==> config.mk <==
export PLATFORM = sky130hd
export DESIGN_NAME = load_store_unit
export DESIGN_NICKNAME = d
export VERILOG_FILES = /design/src/rtl/load_store_unit.sv
export SDC_FILE = /design/constraint.sdc
export NUM_CORES = 1
export LEC_CHECK = 0
export BUFFER_PORTS_ARGS = -buffer_cell sky130_fd_sc_hd__buf_2
export CORE_ASPECT_RATIO = 1.1
export CORE_MARGIN = 2
export CORE_UTILIZATION = 35
export CTS_CLUSTER_SIZE = 12
export DETAILED_ROUTE_END_ITERATION = 8
export SYNTH_ARGS = -nofsm -noshare
export SYNTH_HDL_FRONTEND = slang
export SYNTH_SLANG_ARGS = --single-unit
==> constraint.sdc <==
create_clock -name clk_i -period 3.15 [get_ports clk_i]
set_clock_uncertainty 0.05 [all_clocks]
set_input_delay 0.63 -clock clk_i [delete_from_list [all_inputs] [get_ports clk_i]]
set_output_delay 0.63 -clock clk_i [all_outputs]
set_load 0.02 [all_outputs]
==> src/rtl/load_store_unit.sv <==
// RV32I load/store bridge to a word-wide, big-endian-lane RAM with no byte mask.
// Sub-word stores are done as read-modify-write; faults are resolved at accept time.
module load_store_unit #(
   parameter int unsigned ADDR_W = 11,
   parameter int unsigned XLEN   = 32
) (
   input  logic              clk_i,
   input  logic              rst_i,
   input  logic              req_valid_i,
   output logic              req_ready_o,
   input  logic              req_write_i,
   input  logic [2:0]        req_funct3_i,
   input  logic [XLEN-1:0]   req_addr_i,
   input  logic [XLEN-1:0]   req_wdata_i,
   output logic              resp_valid_o,
   output logic [XLEN-1:0]   resp_rdata_o,
   output logic              resp_fault_o,
   output logic [ADDR_W-1:0] ram_addr_o,
   output logic [XLEN-1:0]   ram_din_o,
   output logic              ram_write_en_o,
   input  logic [XLEN-1:0]   ram_dout_i
);

   typedef enum logic [2:0] {StIdle, StRead, StCapture, StWrite, StResp} state_e;

   state_e            state_q, state_d;
   logic              write_q, write_d;
   logic [2:0]        funct3_q, funct3_d;
   logic [1:0]        lane_q, lane_d;
   logic [XLEN-1:0]   wdata_q, wdata_d;
   logic [XLEN-1:0]   rbuf_q, rbuf_d;
   logic              fault_q, fault_d;
   logic [ADDR_W-1:0] ram_addr_q, ram_addr_d;
   logic [XLEN-1:0]   ram_din_q, ram_din_d;

   logic              acc_fault;
   logic [XLEN-1:0]   le_cap, merged, le_buf, shifted, load_val;

   function automatic logic [31:0] swap(input logic [31:0] x);
      return {x[7:0], x[15:8], x[23:16], x[31:24]};
   endfunction

   always_comb begin
      acc_fault = 1'b0;
      if (req_addr_i[XLEN-1:ADDR_W] != '0) acc_fault = 1'b1;
      if ((req_funct3_i == 3'd1 || req_funct3_i == 3'd5) && req_addr_i[0]) acc_fault = 1'b1;
      if (req_funct3_i == 3'd2 && req_addr_i[1:0] != 2'b00) acc_fault = 1'b1;
      if (!req_write_i && (req_funct3_i == 3'd3 || req_funct3_i[2:1] == 2'b11)) acc_fault = 1'b1;
      if (req_write_i && req_funct3_i > 3'd2) acc_fault = 1'b1;
   end

   // Merge store data into the little-endian view of the word just read back.
   always_comb begin
      le_cap = swap(ram_dout_i);
      merged = le_cap;
      if (funct3_q[1:0] == 2'b00) begin
         unique case (lane_q)
            2'd0:    merged[7:0]   = wdata_q[7:0];
            2'd1:    merged[15:8]  = wdata_q[7:0];
            2'd2:    merged[23:16] = wdata_q[7:0];
            default: merged[31:24] = wdata_q[7:0];
         endcase
      end else if (lane_q[1]) begin
         merged[31:16] = wdata_q[15:0];
      end else begin
         merged[15:0] = wdata_q[15:0];
      end
   end

   always_comb begin
      le_buf   = swap(rbuf_q);
      shifted  = le_buf >> {lane_q, 3'b000};
      load_val = '0;
      unique case (funct3_q)
         3'd0:    load_val = {{24{shifted[7]}}, shifted[7:0]};
         3'd1:    load_val = {{16{shifted[15]}}, shifted[15:0]};
         3'd4:    load_val = {24'd0, shifted[7:0]};
         3'd5:    load_val = {16'd0, shifted[15:0]};
         default: load_val = le_buf;
      endcase
   end

   always_comb begin
      state_d    = state_q;
      write_d    = write_q;
      funct3_d   = funct3_q;
      lane_d     = lane_q;
      wdata_d    = wdata_q;
      rbuf_d     = rbuf_q;
      fault_d    = fault_q;
      ram_addr_d = ram_addr_q;
      ram_din_d  = ram_din_q;
      unique case (state_q)
         StIdle: begin
            if (req_valid_i) begin
               write_d  = req_write_i;
               funct3_d = req_funct3_i;
               lane_d   = req_addr_i[1:0];
               wdata_d  = req_wdata_i;
               fault_d  = acc_fault;
               if (acc_fault) begin
                  state_d = StResp;
               end else begin
                  ram_addr_d = {req_addr_i[ADDR_W-1:2], 2'b00};
                  if (req_write_i && req_funct3_i == 3'd2) begin
                     ram_din_d = swap(req_wdata_i);
                     state_d   = StWrite;
                  end else begin
                     state_d = StRead;
                  end
               end
            end
         end
         StRead:    state_d = StCapture;
         StCapture: begin
            rbuf_d = ram_dout_i;
            if (write_q) begin
               ram_din_d = swap(merged);
               state_d   = StWrite;
            end else begin
               state_d = StResp;
            end
         end
         StWrite:   state_d = StResp;
         default:   state_d = StIdle;
      endcase
   end

   always_ff @(posedge clk_i) begin
      if (rst_i) begin
         state_q    <= StIdle;
         write_q    <= 1'b0;
         funct3_q   <= 3'd0;
         lane_q     <= 2'd0;
         wdata_q    <= '0;
         rbuf_q     <= '0;
         fault_q    <= 1'b0;
         ram_addr_q <= '0;
         ram_din_q  <= '0;
      end else begin
         state_q    <= state_d;
         write_q    <= write_d;
         funct3_q   <= funct3_d;
         lane_q     <= lane_d;
         wdata_q    <= wdata_d;
         rbuf_q     <= rbuf_d;
         fault_q    <= fault_d;
         ram_addr_q <= ram_addr_d;
         ram_din_q  <= ram_din_d;
      end
   end

   assign req_ready_o    = (state_q == StIdle);
   assign resp_valid_o   = (state_q == StResp);
   assign resp_fault_o   = resp_valid_o && fault_q;
   assign resp_rdata_o   = (resp_valid_o && !fault_q && !write_q) ? load_val : '0;
   assign ram_addr_o     = ram_addr_q;
   assign ram_din_o      = ram_din_q;
   assign ram_write_en_o = (state_q == StWrite);

endmodule

==> metrics.txt <==
status completed; syn avg cell area 7.785 um^2; filler cell count 1,718; critical path type flop to primary output; Hold Path End rbuf_q[27]; clock share of power 41.8%; Final WS setup 223.1 ps; Max-Slew Margin vs Limit 55.42%; pin count of the biggest net entering global routing 89; Critical Path Slowest Stage Cell dfxtp_1; mapped cell area 5816 um^2; antenna violations before repair 0; PwrDens 398.6 nW/um^2; NetSw 0.0007345 W; Vias 5,603; Die H 139.2 um; Total Negative Setup Slacks 0 ps; worst-path cell chain buf_4, nor2b_1, buf_4, a2bb2oi_1, o21ai_0, a21oi_4, nor3_1, buf_2; Final min period 2927 ps; most frequent cells in the layout 179 x buf_2, 169 x nand2_1, 99 x dfxtp_1; slew at the pin closest to its max-slew limit 665.6 ps; Sw Ratio 25.83%; Unique masters post-synth 47; Routed Antenna Nets 0; post-CTS setup buffer count 0; area share of the largest cell type after synthesis 34.08%; Avg WL per Cell 16.40 um; CP delay by family, top compound AO/OA/AOI/OAI gates; Post-synth EDFFs 0; DR vias/cell 5.108; top cell type by total area after synthesis dfxtp_1; r2r endpoint ram_din_o[15]; Final setup viols 0; Leak Pwr 3.277 nW; Max Fclk 341.7 MHz; CTS Root Cell clkbuf_16; Critical Path Start Type flop; vias in the first global route 5,184; Area Overhead vs Synth 22.68%; initial core utilization 35.66%; nets 992; hold path depth 2; Clock Latency Late Sink 360 ps; Iter 0 DRT Violations 261; R2R depth 6; Req. time, crit path 2470 ps; share of layout cells above drive strength 1 30.12%; Antenna Diode Count 0; main area contributors after synthesis dfxtp_1 34%, nand2_1 11%, mux2i_1 8.4%; P_int 0.002109 W; worst slack at placement 536.6 ps; final-report max-slew violation count 0; fraction of registers with async set/reset 0%; Tot Pwr 0.002843 W; Final Hold Viols 0; die width 126.9 um; H-tree Lvls 3; Pre-Repair DR Iteration Count 5; clock buffer count from CTS 9; register area share after synthesis 34.08%; Congestion Overflow GR 0; CP max FO 16; Ports 182; Port Buffers 179; HP Class flop to flop; Reg clk slew, reported paths 70 ps; hold_sp rbuf_q[27]; clk sinks 99; r2r setup slk 870 ps; DRC violations left 0; Gate power share 12.4%; CP endpoint kind primary output; Placeable Area 16,310 um^2; ys flop type dfxtp_1; CTS tree yes; first-pass GRT wire length 28.12 mm; FF-to-FF Start funct3_q[1]; WP buf/inv 3; Reg area 1982 um^2; max cap viols 0; Synth Register Bits 99; CP Data Arrival Time 2250 ps; Hold Buf Count CTS 0; CP peak stage delay 370 ps; clock buffer depth 2; GRT Total Usage 19.89%; area of the multi-input gates 3500 um^2; number of core rows 49; die area 17,660 um^2; Syn. warnings 0; Synth Instances 747; Tcrit/Tclk final 92.92%; HPWL after detailed placement 13.11 mm; Seq pwr share 45.8%; commonest non-fill, non-tap cell in the layout buf_2; most frequent CP cell buf_4; VDD IR max 0.2613 mV; placer congestion estimate 0.8303; RSZ-0062 raised after global routing false; post-detailed-routing wire length 17.99 mm
-- worst min-delay path, stage by stage, from the launching register on --
cell	delay [ps]
dfxtp_1	310
nand2_1	50
a21oi_1	50
-- repair_timing --
| item | CTS | global route |
|---|---|---|
| gates resized for setup | 0 | 1 |
| endpoints found under the setup margin | 0 | 2 |
| hold endpoints to repair | 0 | 0 |
-- area by class of cell --
type                       count  share of cell area [%]
timing repair buffer         196                   14.52
clock inverter                 6                   1.228
inverter                      13                  0.6840
tap                          204                   3.578
clock buffer                   9                   3.157
multi-input combinational    570                   49.05
sequential                    99                   27.78
-- registers in the layout, indices dropped and copies added (netlist names) --
name	count
ram_din_o	32
rbuf_q	32
lane_q	2
fault_q	1
wdata_q	16
funct3_q	3
ram_addr_o	9
write_q	1
state_q	3
-- how the worst max path moves through the flow --
stage	from	to	slack, ps	cells after the start
after global routing	lane_q[1]	resp_rdata_o[29]	10	8
after CTS	lane_q[1]	resp_rdata_o[29]	180	8
after floorplan	lane_q[1]	resp_rdata_o[21]	590	8
final	lane_q[1]	resp_rdata_o[29]	220	8
after global placement	req_addr_i[14]	ram_din_o[10]	580	7
after detailed placement	req_addr_i[14]	ram_din_o[2]	540	7
-- layer usage --
layer	vias to the layer above	track usage (%)	wire (um)
met4	0	7.230	370
li1	2863	-	-
met1	2577	27.29	8526
met3	19	3.627	864
met2	144	31.24	8228
met5	-	0	0
-- cell families (layout without fill, tap and decap cells) --
group | Yosys count | after routing | share of synthesized area (%)
buffers and inverters | 79 | 224 | 5.981
multiplexers | 89 | 89 | 17.79
AND/OR/NAND/NOR | 281 | 281 | 21.86
other | 1 | 2 | 0.06448
flip-flops | 99 | 99 | 34.08
AO/OA/AOI/OAI | 198 | 198 | 20.22
-- power groups by stage --
stage	combinational (W)	clock [W]	sequential (W)
floorplan	0.000222	0	0.00131
global placement	0.000351	0	0.00133
detailed placement	0.000350	0	0.00133
CTS	0.000352	0.00122	0.00130
global route	0.000388	0.00126	0.00131
finish	0.000353	0.00119	0.00130
-- cells in the mapped netlist (2+ instances only) --
cell / number
o21ai_1: 2
nor2b_1: 33
mux2_4: 22
and2_1: 11
mux2_2: 17
buf_6: 3
clkbuf_1: 39
nand2_1: 169
a21oi_2: 2
nor3_1: 19
a21oi_1: 97
nand2b_1: 5
buf_1: 7
a221oi_1: 8
buf_4: 3
o21ai_0: 48
a21o_1: 2
nor2_1: 30
a211oi_1: 8
mux2i_1: 49
inv_1: 12
buf_2: 14
a22oi_1: 7
a211o_1: 8
a31o_2: 9
dfxtp_1: 99
nor4_1: 4
-- per-stage QoR --
stage / util [%] / hold WS, ps / cell area, um^2 / std cells
finish: 43.75 / 406.7 / 7134 / 1097
global route: 43.75 / 430.9 / 7134 / 1097
CTS: 43.70 / 410.7 / 7127 / 1097
detailed placement: 41.78 / 400.6 / 6814 / 1082
global placement: 41.78 / 398.3 / 6814 / 1082
floorplan: - / 386.0 / 5819 / 748
Note: power is estimated with default switching activity, not from simulation.
